## config.mk

```make
export PLATFORM = sky130hd
export DESIGN_NAME = ysyx_issue_sched
export DESIGN_NICKNAME = d
export VERILOG_FILES = /design/src/rtl/ysyx_issue_sched.sv
export SDC_FILE = /design/constraint.sdc
export NUM_CORES = 1
export LEC_CHECK = 0
export CORE_ASPECT_RATIO = 1.5
export CORE_MARGIN = 8
export CORE_UTILIZATION = 49
export DETAILED_ROUTE_END_ITERATION = 12
export GPL_TIMING_DRIVEN = 1
export PLACE_DENSITY_LB_ADDON = 0.25
export RECOVER_POWER = 25
export SYNTH_ARGS = -nofsm -noshare
export SYNTH_HDL_FRONTEND = slang
export SYNTH_SLANG_ARGS = --single-unit
```

## constraint.sdc

```tcl
create_clock -name clock -period 16.39 [get_ports clock]
set_input_delay 2.4585 -clock clock [delete_from_list [all_inputs] [get_ports clock]]
set_output_delay 2.4585 -clock clock [all_outputs]
set_load 0.02 [all_outputs]
```

## src/rtl/ysyx_issue_sched.sv

```systemverilog
// Oldest-first issue scheduler: one registered grant per execute port (ALU, LSU).
// Age is measured as ROB distance from the head. Memory ops leave in program order.
`ifndef YSYX_RS_SIZE
`define YSYX_RS_SIZE 8
`endif
`ifndef YSYX_ROB_SIZE
`define YSYX_ROB_SIZE 16
`endif

module ysyx_issue_sched #(
   parameter int RS_SIZE  = `YSYX_RS_SIZE,
   parameter int ROB_SIZE = `YSYX_ROB_SIZE,
   localparam int ROBW    = $clog2(ROB_SIZE),
   localparam int RSW     = $clog2(RS_SIZE)
) (
   input  logic                    clock,
   input  logic                    reset,
   input  logic [RS_SIZE-1:0]      rs_busy,
   input  logic [RS_SIZE-1:0]      rs_ready,
   input  logic [RS_SIZE-1:0]      rs_is_mem,
   input  logic [RS_SIZE*ROBW-1:0] rs_rob_idx,
   input  logic [ROBW-1:0]         rob_head,
   input  logic                    flush,
   output logic                    alu_valid,
   output logic [RSW-1:0]          alu_idx,
   input  logic                    alu_ready,
   output logic                    lsu_valid,
   output logic [RSW-1:0]          lsu_idx,
   input  logic                    lsu_ready,
   output logic [RS_SIZE-1:0]      issue_ack,
   output logic                    out_idle
);

   // Wrap-around distance from the ROB head; smaller means older.
   logic [RS_SIZE-1:0][ROBW-1:0] age;

   for (genvar g = 0; g < RS_SIZE; g++) begin : g_age
      assign age[g] = rs_rob_idx[g*ROBW +: ROBW] - rob_head;
   end

   logic            alu_any, mem_any, lsu_any;
   logic [RSW-1:0]  alu_pick, mem_pick;
   logic [ROBW-1:0] alu_best, mem_best;
   logic            alu_load, lsu_load;

   // Oldest ready ALU entry; strict '<' keeps the lower index on equal age.
   always_comb begin
      alu_any  = 1'b0;
      alu_pick = '0;
      alu_best = '0;
      for (int i = 0; i < RS_SIZE; i++) begin
         if (rs_busy[i] && rs_ready[i] && !rs_is_mem[i] && (!alu_any || age[i] < alu_best)) begin
            alu_any  = 1'b1;
            alu_best = age[i];
            alu_pick = RSW'(i);
         end
      end
   end

   // Oldest memory entry regardless of readiness; it issues only once it is ready,
   // so a younger ready load/store can never overtake it.
   always_comb begin
      mem_any  = 1'b0;
      mem_pick = '0;
      mem_best = '0;
      for (int i = 0; i < RS_SIZE; i++) begin
         if (rs_busy[i] && rs_is_mem[i] && (!mem_any || age[i] < mem_best)) begin
            mem_any  = 1'b1;
            mem_best = age[i];
            mem_pick = RSW'(i);
         end
      end
   end

   assign lsu_any  = mem_any && rs_ready[mem_pick];
   assign alu_load = !alu_valid || alu_ready;
   assign lsu_load = !lsu_valid || lsu_ready;

   // Ack the entries captured into a grant this cycle; nothing is acked under flush or reset.
   always_comb begin
      issue_ack = '0;
      if (reset && !flush) begin
         if (alu_load && alu_any) issue_ack[alu_pick] = 1'b1;
         if (lsu_load && lsu_any) issue_ack[mem_pick] = 1'b1;
      end
   end

   // ALU grant register: load when empty or accepted, otherwise hold; flush drops valid only.
   always_ff @(posedge clock or negedge reset) begin
      if (!reset) begin
         alu_valid <= 1'b0;
         alu_idx   <= '0;
      end else if (flush) begin
         alu_valid <= 1'b0;
      end else if (alu_load) begin
         alu_valid <= alu_any;
         if (alu_any) alu_idx <= alu_pick;
      end
   end

   // LSU grant register, same hold/flush behaviour as the ALU port.
   always_ff @(posedge clock or negedge reset) begin
      if (!reset) begin
         lsu_valid <= 1'b0;
         lsu_idx   <= '0;
      end else if (flush) begin
         lsu_valid <= 1'b0;
      end else if (lsu_load) begin
         lsu_valid <= lsu_any;
         if (lsu_any) lsu_idx <= mem_pick;
      end
   end

   assign out_idle = !(|rs_busy) && !alu_valid && !lsu_valid;

endmodule

```

# Word-level counts from Yosys, hierarchy flattened
# Index checks and enable logic that the tools add are counted.
[totals]
register_bits = 8
[classes]
n_reduce_logical = 93
order_cmp = 18
bitwise = 2
add_sub_neg = 8
mux = 58
[ops]
columns = ["cell", "n"]
rows = [
  ["< comparator 4 bit", 14],
  ["two-way mux 4 bit", 14],
  ["logical AND 1 bit", 46],
  ["two-way mux 3 bit", 11],
  ["two-way mux 8 bit", 4],
  ["subtractor 4 bit", 8],
  ["zero test 1 bit", 26],
  ["two-way mux 1 bit", 25],
  ["logical OR 1 bit", 16],
  ["< comparator 3 x 4 -> 1 bit (second input constant)", 2],
  ["bitwise OR 8 bit", 1],
  ["OR reduction 8 bit", 1],
  ["demux 1 bit (select 3 bit)", 2],
  [">= comparator 3 x 1 -> 1 bit (second input constant)", 2],
  ["AND reduction 3 bit", 2],
  ["nonzero test 2 bit", 2],
  ["binary-select mux 1 bit (select 3 bit)", 1],
  ["two-way mux 2 bit", 1],
  ["inverter 1 bit", 1],
]

# Logic depth before layout (Yosys ltp)
# Gate-level depths: netlist of the first run.
[depth]
word_depth = 40
ltp_mapped = 69

# Least setup slack after synthesis of the first run
# OpenSTA, ideal clock, no wires.
[synth_timing]
path_kind = "input -> output"
start = "input port rob_head[1]"
end = "output port issue_ack[0]"
n_path_buf = 1
stages = 58
slack_ns = -0.050
arrival_ns = 13.981
path_cell_list = "inv_1 -> ha_1 -> a21o_1 -> a21o_1 -> xnor2_1 -> nand3_1 -> ha_1 -> o21ai_0 -> a32oi_1 -> and2_1 -> mux2i_1 -> inv_1 -> ha_1 -> and3_1 -> a21boi_0 -> o21bai_1 -> mux2_2 -> ha_1 -> (+22 left out) -> nor2b_1 -> o21ai_1 -> and3_1 -> nand2_1 -> o21ai_0 -> o21ba_1 -> buf_6 -> a21o_1 -> ha_1 -> a21oi_1 -> nand3_1 -> and2_1 -> a221o_1 -> and2_1 -> nand2_1 -> o211a_1 -> nand3_1 -> o32ai_1"
[synth_via]
elab_chain_len = 39
word_cells_on_any_way = 124
cone_classes = "add/sub (8); order compare (18); mux (52); bitwise (1); reduce/logical (45)"
[synth_lines]
columns = ["element", "line_no", "source"]
rows = [
  ["from (decl)", "22", "input logic [ROBW-1:0] rob_head,"],
  ["subtractor 4 bit", "38", "assign age[g] = rs_rob_idx[g*ROBW +: ROBW] - rob_head;"],
  ["two-way mux 4 bit", "52", "if (rs_busy[i] && rs_ready[i] && !rs_is_mem[i] && (!alu_any || age[i] < alu_best)) begin"],
  ["< comparator 4 bit", "52", ""],
  ["logical OR 1 bit", "52", ""],
  ["logical AND 1 bit", "52", ""],
  ["two-way mux 4 bit / two-way mux 1 bit (equally long branches)", "52", ""],
  ["< comparator 4 bit / zero test 1 bit (equally long branches)", "52", ""],
  ["logical OR 1 bit", "52", ""],
  ["(+23 left out)", "n/a", ""],
  ["logical AND 1 bit (not written as such)", "83", "if (alu_load && alu_any) issue_ack[alu_pick] = 1'b1;"],
  ["two-way mux 1 bit (not written as such)", "83", ""],
  ["demux 1 bit (select 3 bit)", "83", ""],
  ["two-way mux 8 bit", "83", ""],
  ["two-way mux 8 bit", "82", "if (reset && !flush) begin"],
  ["bitwise OR 8 bit (no line)", "n/a", ""],
  ["two-way mux 8 bit (*)", "84", "if (lsu_load && lsu_any) issue_ack[mem_pick] = 1'b1;"],
  ["two-way mux 8 bit (*)", "82", ""],
  ["to (decl)", "30", "output logic [RS_SIZE-1:0] issue_ack,"],
]
# Every way passes the cells marked *; elsewhere a longest branch is shown, timed or not. The select of a mux whose other input is x is not followed.

# Worst setup path in the final report of the first run
# Ends and elaborated chain as after synthesis.

==> results.cfg, run 1 <==
[outcome]
outcome = complete, but fails checks
violations = setup timing

[layout]
fin_nets = 939
utilization_pct = 92.2
antennaDiodeCount = 0
drive_gt1_share_pct = 44.9
final_common_cell = buf_4
final_cell_mix = buf_4, clkdlybuf4s50_1, inv_1
area_growth_pct = 83.7

[floorplan]
die_area_sq_um = 11400
core_sq_um = 8010
rows = 40
die_w_microns = 89.9
io_pins = 82
die_h_microns = 127
start_util_pct = 50.2

[timing]
max_freq_mhz = 59.1
finalSetupTns_ps = -3590
rsz0062_at_grt = yes
drv_slew = 0
clock_skew_ps = 0.242
fin_hold_ws_ps = 519
fin_crit_sh_pct = 103
worst_pin_slew_ps = 990
finalCriticalPeriod_ps = 16920
setup_violations = 8
hold_viol = 0
layout_setup_ws_ps = -527
slew_headroom_pct = 34.0

[yosys]
synth-seq-cells = 8
synthCells = 537
syn-num-nets = 676
yosys_most_used_dff = dfrtp_1
ys_types = 78
syn_avg_cell_area_sq_um = 7.48
async_flop_share_pct = 100
synth_top_area_cell = ha_1
synth_warnings = 0
syn_area_sq_um = 4020
synth-edff-count = 0
yosysSeqAreaShare_pct = 4.98
netlist_top_cells_area = ha_1, a21oi_1, dfrtp_1
netlist.area_leader.share_pct = 20.6

[global_routing]
antenna_found_initial = 0
grt_first_pass_wirelength_microns = 26400
grt_pass1_vias = 5673
global_route.overflow_total = 0
grt_start_max_net_pins = 13
track_usage_pct = 27.7

[clock_network]
clockBufferDepth = 2
clk_pin_slew_ps = 40
hold_buffers = 0
cts_tree = built
cts_sinks = 8
numCtsBuffers = 3
clk_latency_ps = 240
cts_root_buf = clkbuf_16
cts_max_level = 1

[place]
place_congestion = 0.943
dp_hpwl_microns = 13000
io_buffers = 81

[routing]
num_vias = 6159
drt-total-wl_microns = 22800
wl_met2_microns = 11400
postRouteAntennaNets = 0
wl_met3_microns = 1840
top_layer_used = met4
drc_errors = 0
wl_met1_microns = 7270
dr.pass1.iters = 6
vias_per_cell = 6.82
drt_iter0_markers = 715
avgRoutedWirePerCell_microns = 25.2

[worst_setup_path]
worstPathRequired_ps = 13930
path_max_fanout = 6
arrival_ps = 14460
max_stage_delay_ps = 520
crit_top_cell = buf_6
path_class = input pin to output pin
endpoint_kind = output pin
start_kind = input pin
critPathSlowestCell = or4_4

[pwr]
power_density_nw_per_um2 = 102
peakVddDrop_mv = 0.0983
power_leakage_nw = 3.34

[min_path]
hold_class = flop to flop

[flow_run]
max_cap_viol_count = 0
## cell usage after synthesis (4+ instances only)
| cell | number |
|---|---|
| nand3_1 | 16 |
| a31oi_1 | 6 |
| o21a_1 | 7 |
| o21bai_1 | 5 |
| o22ai_1 | 5 |
| mux2_2 | 6 |
| and3_1 | 5 |
| nand2b_1 | 5 |
| nor3_1 | 8 |
| xor2_1 | 9 |
| nand3b_1 | 9 |
| nor2b_1 | 10 |
| mux2i_1 | 13 |
| a211o_1 | 4 |
| nand4_1 | 4 |
| nand2_1 | 48 |
| a21o_1 | 21 |
| or2_2 | 4 |
| inv_1 | 47 |
| o21ai_1 | 8 |
| nor2_1 | 35 |
| and3b_1 | 4 |
| xnor2_1 | 16 |
| a21oi_1 | 46 |
| fa_1 | 8 |
| and2_1 | 11 |
| o21ai_0 | 24 |
| ha_1 | 66 |
| a211oi_1 | 5 |
| or4_1 | 6 |
| dfrtp_1 | 8 |
## layer usage
layer / vias up / global-route usage, %
met2: 548 / 54.6
met4: 0 / 20.1
met5: - / 0
li1: 2539 / -
met1: 2846 / 25.5
met3: 226 / 3.19
## logic make-up (layout without fill, tap and decap cells)
logic type	after synthesis	after routing	share of synthesized area (%)
flip-flops	8	8	4.98
multiplexers	22	22	5.95
AND/OR/NAND/NOR	177	177	22.9
AO/OA/AOI/OAI	176	176	30.3
adder cells (fa/ha/maj)	74	74	24.5
buffers and inverters	55	316	5.92
XOR/XNOR	25	25	5.45
## state kept, by name (all words and copies together) (netlist names)
name and flops:
alu_idx 3, lsu_idx 3, alu_valid 1, lsu_valid 1
## worst max-delay path: cells and delay by family
family | cells | cell delay [ps]
xor+xnor | 1 | 250
mux | 1 | 230
compound gates | 25 | 4950
buf+inv | 13 | 1700
simple gates | 14 | 2760
fa+ha+maj | 8 | 2070
## power by group
group / leakage [nW] / internal (mW) / switching (mW) / total [mW]
registers: 0.0941 / 0.0275 / 0.00544 / 0.0329
clock network: 0.0370 / 0.0316 / 0.0107 / 0.0423
logic: 3.21 / 0.336 / 0.344 / 0.680
total: 3.34 / 0.395 / 0.360 / 0.755
## timing repair
| item | CTS | global route |
|---|---|---|
| resized for setup | 128 | 144 |
| endpoints found under the setup margin | 8 | 8 |
| setup buffers | 29 | 29 |
| pin swaps | 47 | 88 |
| cloned | 0 | 0 |
## metrics by stage
stage / instances / worst slack [ps] / power [mW] / instance area (sq um)
after floorplan: 537 / 78.6 / 0.289 / 4030
after global placement: 843 / -1230 / 0.469 / 5870
after detailed placement: 843 / -1500 / 0.482 / 5870
after CTS: 875 / 3.07 / 0.580 / 6450
after global routing: 903 / -795 / 0.785 / 7380
final: 903 / -527 / 0.755 / 7380
## final cells by class
cell class                      count  area (sq um)
Fill cell                         309           626
Multi-Input combinational cell    474          4540
Tap cell                          105           131
Sequential cell                     8           200
Inverter                           47           180
Timing Repair Buffer              266          2260
Clock buffer                        3          75.1
## path summary, 6_finish.rpt
path,end,start,slack (ps),cells after the start
min reg2reg,alu_idx[1]$_DFFE_PN0P_,alu_idx[1]$_DFFE_PN0P_,520,1
min,alu_idx[1]$_DFFE_PN0P_,alu_idx[1]$_DFFE_PN0P_,520,1
max in group asynchronous,alu_idx[0]$_DFFE_PN0P_,reset,13480,1
max,issue_ack[0],rob_head[1],-530,62
min in group asynchronous,lsu_idx[2]$_DFFE_PN0P_,reset,2600,1
max reg2reg,lsu_idx[1]$_DFFE_PN0P_,lsu_valid$_DFFE_PN0P_,14650,5
Power figures use the tool's default switching activity.
==> inputs of run 2 (changes only) <==
--- a/config.mk
+++ b/config.mk
@@ -11,7 +11,8 @@
 export DETAILED_ROUTE_END_ITERATION = 12
 export GPL_TIMING_DRIVEN = 1
 export PLACE_DENSITY_LB_ADDON = 0.25
-export RECOVER_POWER = 25
+export RECOVER_POWER = 100
 export SYNTH_ARGS = -nofsm -noshare
 export SYNTH_HDL_FRONTEND = slang
 export SYNTH_SLANG_ARGS = --single-unit
+export TNS_END_PERCENT = 20
==> results.cfg, run 2 (same netlist as run 1, synthesis figures left out) <==
[place]
place_congestion = 1.01
dp_hpwl_microns = 12800
dp_cells = 829
pre_cts_ws_ps = -1650
io_buffers = 81

[routing]
drt-total-wl_microns = 23600
dr.pass1.iters = 8
num_vias = 6380
postRouteAntennaNets = 0
drc_errors = 0
drt_iter0_markers = 689
avgRoutedWirePerCell_microns = 26.1
vias_per_cell = 7.07

[worst_setup_path]
critPathSlowestCell = or4_4
r2r-end = lsu_idx[2]$_DFFE_PN0P_
max_stage_delay_ps = 580
arrival_ps = 14620
reg2reg_depth = 5
worstReg2RegStart = lsu_valid$_DFFE_PN0P_
regToRegSetupSlack_ps = 14460
path_max_fanout = 7
path_class = input pin to output pin
start_kind = input pin
endpoint_kind = output pin
worstPathRequired_ps = 13930

[timing]
hold_viol = 0
drv_slew = 0
layout_setup_ws_ps = -691
fin_crit_sh_pct = 104
rsz0062_at_grt = yes
max_freq_mhz = 58.5
clock_skew_ps = 0.229
setup_violations = 8
slew_headroom_pct = 40.8
fin_hold_ws_ps = 499
worst_pin_slew_ps = 881
finalCriticalPeriod_ps = 17080

[flow_run]
max_cap_viol_count = 0

[clock_network]
cts_max_level = 1
hold_buffers = 0
clockBufferDepth = 2
clk_pin_slew_ps = 40
numCtsBuffers = 3
cts_root_buf = clkbuf_16
cts_tree = built
clk_latency_ps = 240
cts_sinks = 8

[min_path]
hold_depth = 1
hold_class = flop to flop
holdPathEnd = alu_idx[0]$_DFFE_PN0P_
worstHoldStart = alu_idx[0]$_DFFE_PN0P_

[layout]
fin_nets = 938
area_growth_pct = 80.8
drive_gt1_share_pct = 43.3
final_cell_mix = buf_4, clkdlybuf4s50_1, ha_1
final_common_cell = buf_4
fill_cells = 336
largestRegisters = alu_idx (3), lsu_idx (3)
fin_cells = 903

[floorplan]
die_w_microns = 89.9
io_pins = 82
die_h_microns = 127
rows = 40
start_util_pct = 50.2
die_area_sq_um = 11400
core_sq_um = 8010

[global_routing]
grt_start_max_net_pins = 13
grt_first_pass_wirelength_microns = 26100
track_usage_pct = 27.2
antenna_found_initial = 1
global_route.overflow_total = 0
grt_pass1_vias = 5686

[pwr]
power_leakage_nw = 3.32
power_density_nw_per_um2 = 98.1
peakVddDrop_mv = 0.106

[outcome]
outcome = complete, but fails checks
violations = setup timing
[run 2: cell types whose count changed in the layout (fill, tap and decap cells not counted), moves of 6 or more]
cell | previous run | this run
ha_1 | 38 | 45
ha_2 | 12 | 6
clkdlybuf4s50_1 | 64 | 52
dlygate4sd3_1 | 1 | 11
[run 2: worst max-delay path by stage]
stage	from	to	slack [ps]	depth (start not counted)
after floorplan	rob_head[1]	issue_ack[2]	-20	55
after detailed placement	rob_head[0]	issue_ack[2]	-1650	57
after CTS	rob_head[1]	issue_ack[2]	-240	63
after global placement	rob_head[0]	issue_ack[2]	-1520	57
final	rs_rob_idx[4]	issue_ack[2]	-690	63
after global routing	rs_rob_idx[0]	issue_ack[2]	-1060	64
[run 2: per-layer routing]
layer	GRT usage [%]	wire (microns)	up-vias	part of all wire [%]
li1	-	-	2532	-
met1	25.0	7030	2911	30
met2	51.9	11300	634	48
met3	4.07	2190	303	9.3
met4	21.9	3050	0	13
met5	0	0	-	0
[run 2: metrics by stage]
stage                     total power, mW  cell area (sq um)  setup TNS [ps]  util [%]
final                               0.713               7260           -5010      90.7
after global routing                0.748               7260           -7940      90.7
after CTS                           0.549               6240           -1410      77.9
after detailed placement            0.468               5760          -12120      72.0
after global placement              0.454               5760          -11340      72.0
after floorplan                     0.289               4030           -74.8         -
[run 2: report_power, final]
part / switching (mW) / leakage [nW] / internal (mW)
logic: 0.333 / 3.19 / 0.306
clock network: 0.0106 / 0.0370 / 0.0316
registers: 0.00482 / 0.0941 / 0.0275
total: 0.348 / 3.32 / 0.365
[run 2: final cells by class]
cell class              instances  area, sq um  area share (%)
multi-input cells             474         4430            61.0
repair buffers                265         2240            30.8
flip-flops and latches          8          200            2.76
inverters                      47          186            2.57
well taps                     105          131            1.81
clock buffers                   3         75.1            1.03
diodes                          1         2.50          0.0344
[run 2: timing repair]
action,CTS,global route
buffers inserted,33,37
resized for setup,93,173
pin swaps,22,93
endpoints found under the setup margin,8,8
[run 2: worst max-delay path, delay by kind of cell]
family                     cells  cell delay, ps
AOI/OAI and AO/OA             27            4440
xor gates and xnor gates       1             270
adders and majority gates      9            2290
buffers and inverters         11            1230
muxes                          2             630
and+or+nand+nor               13            3280
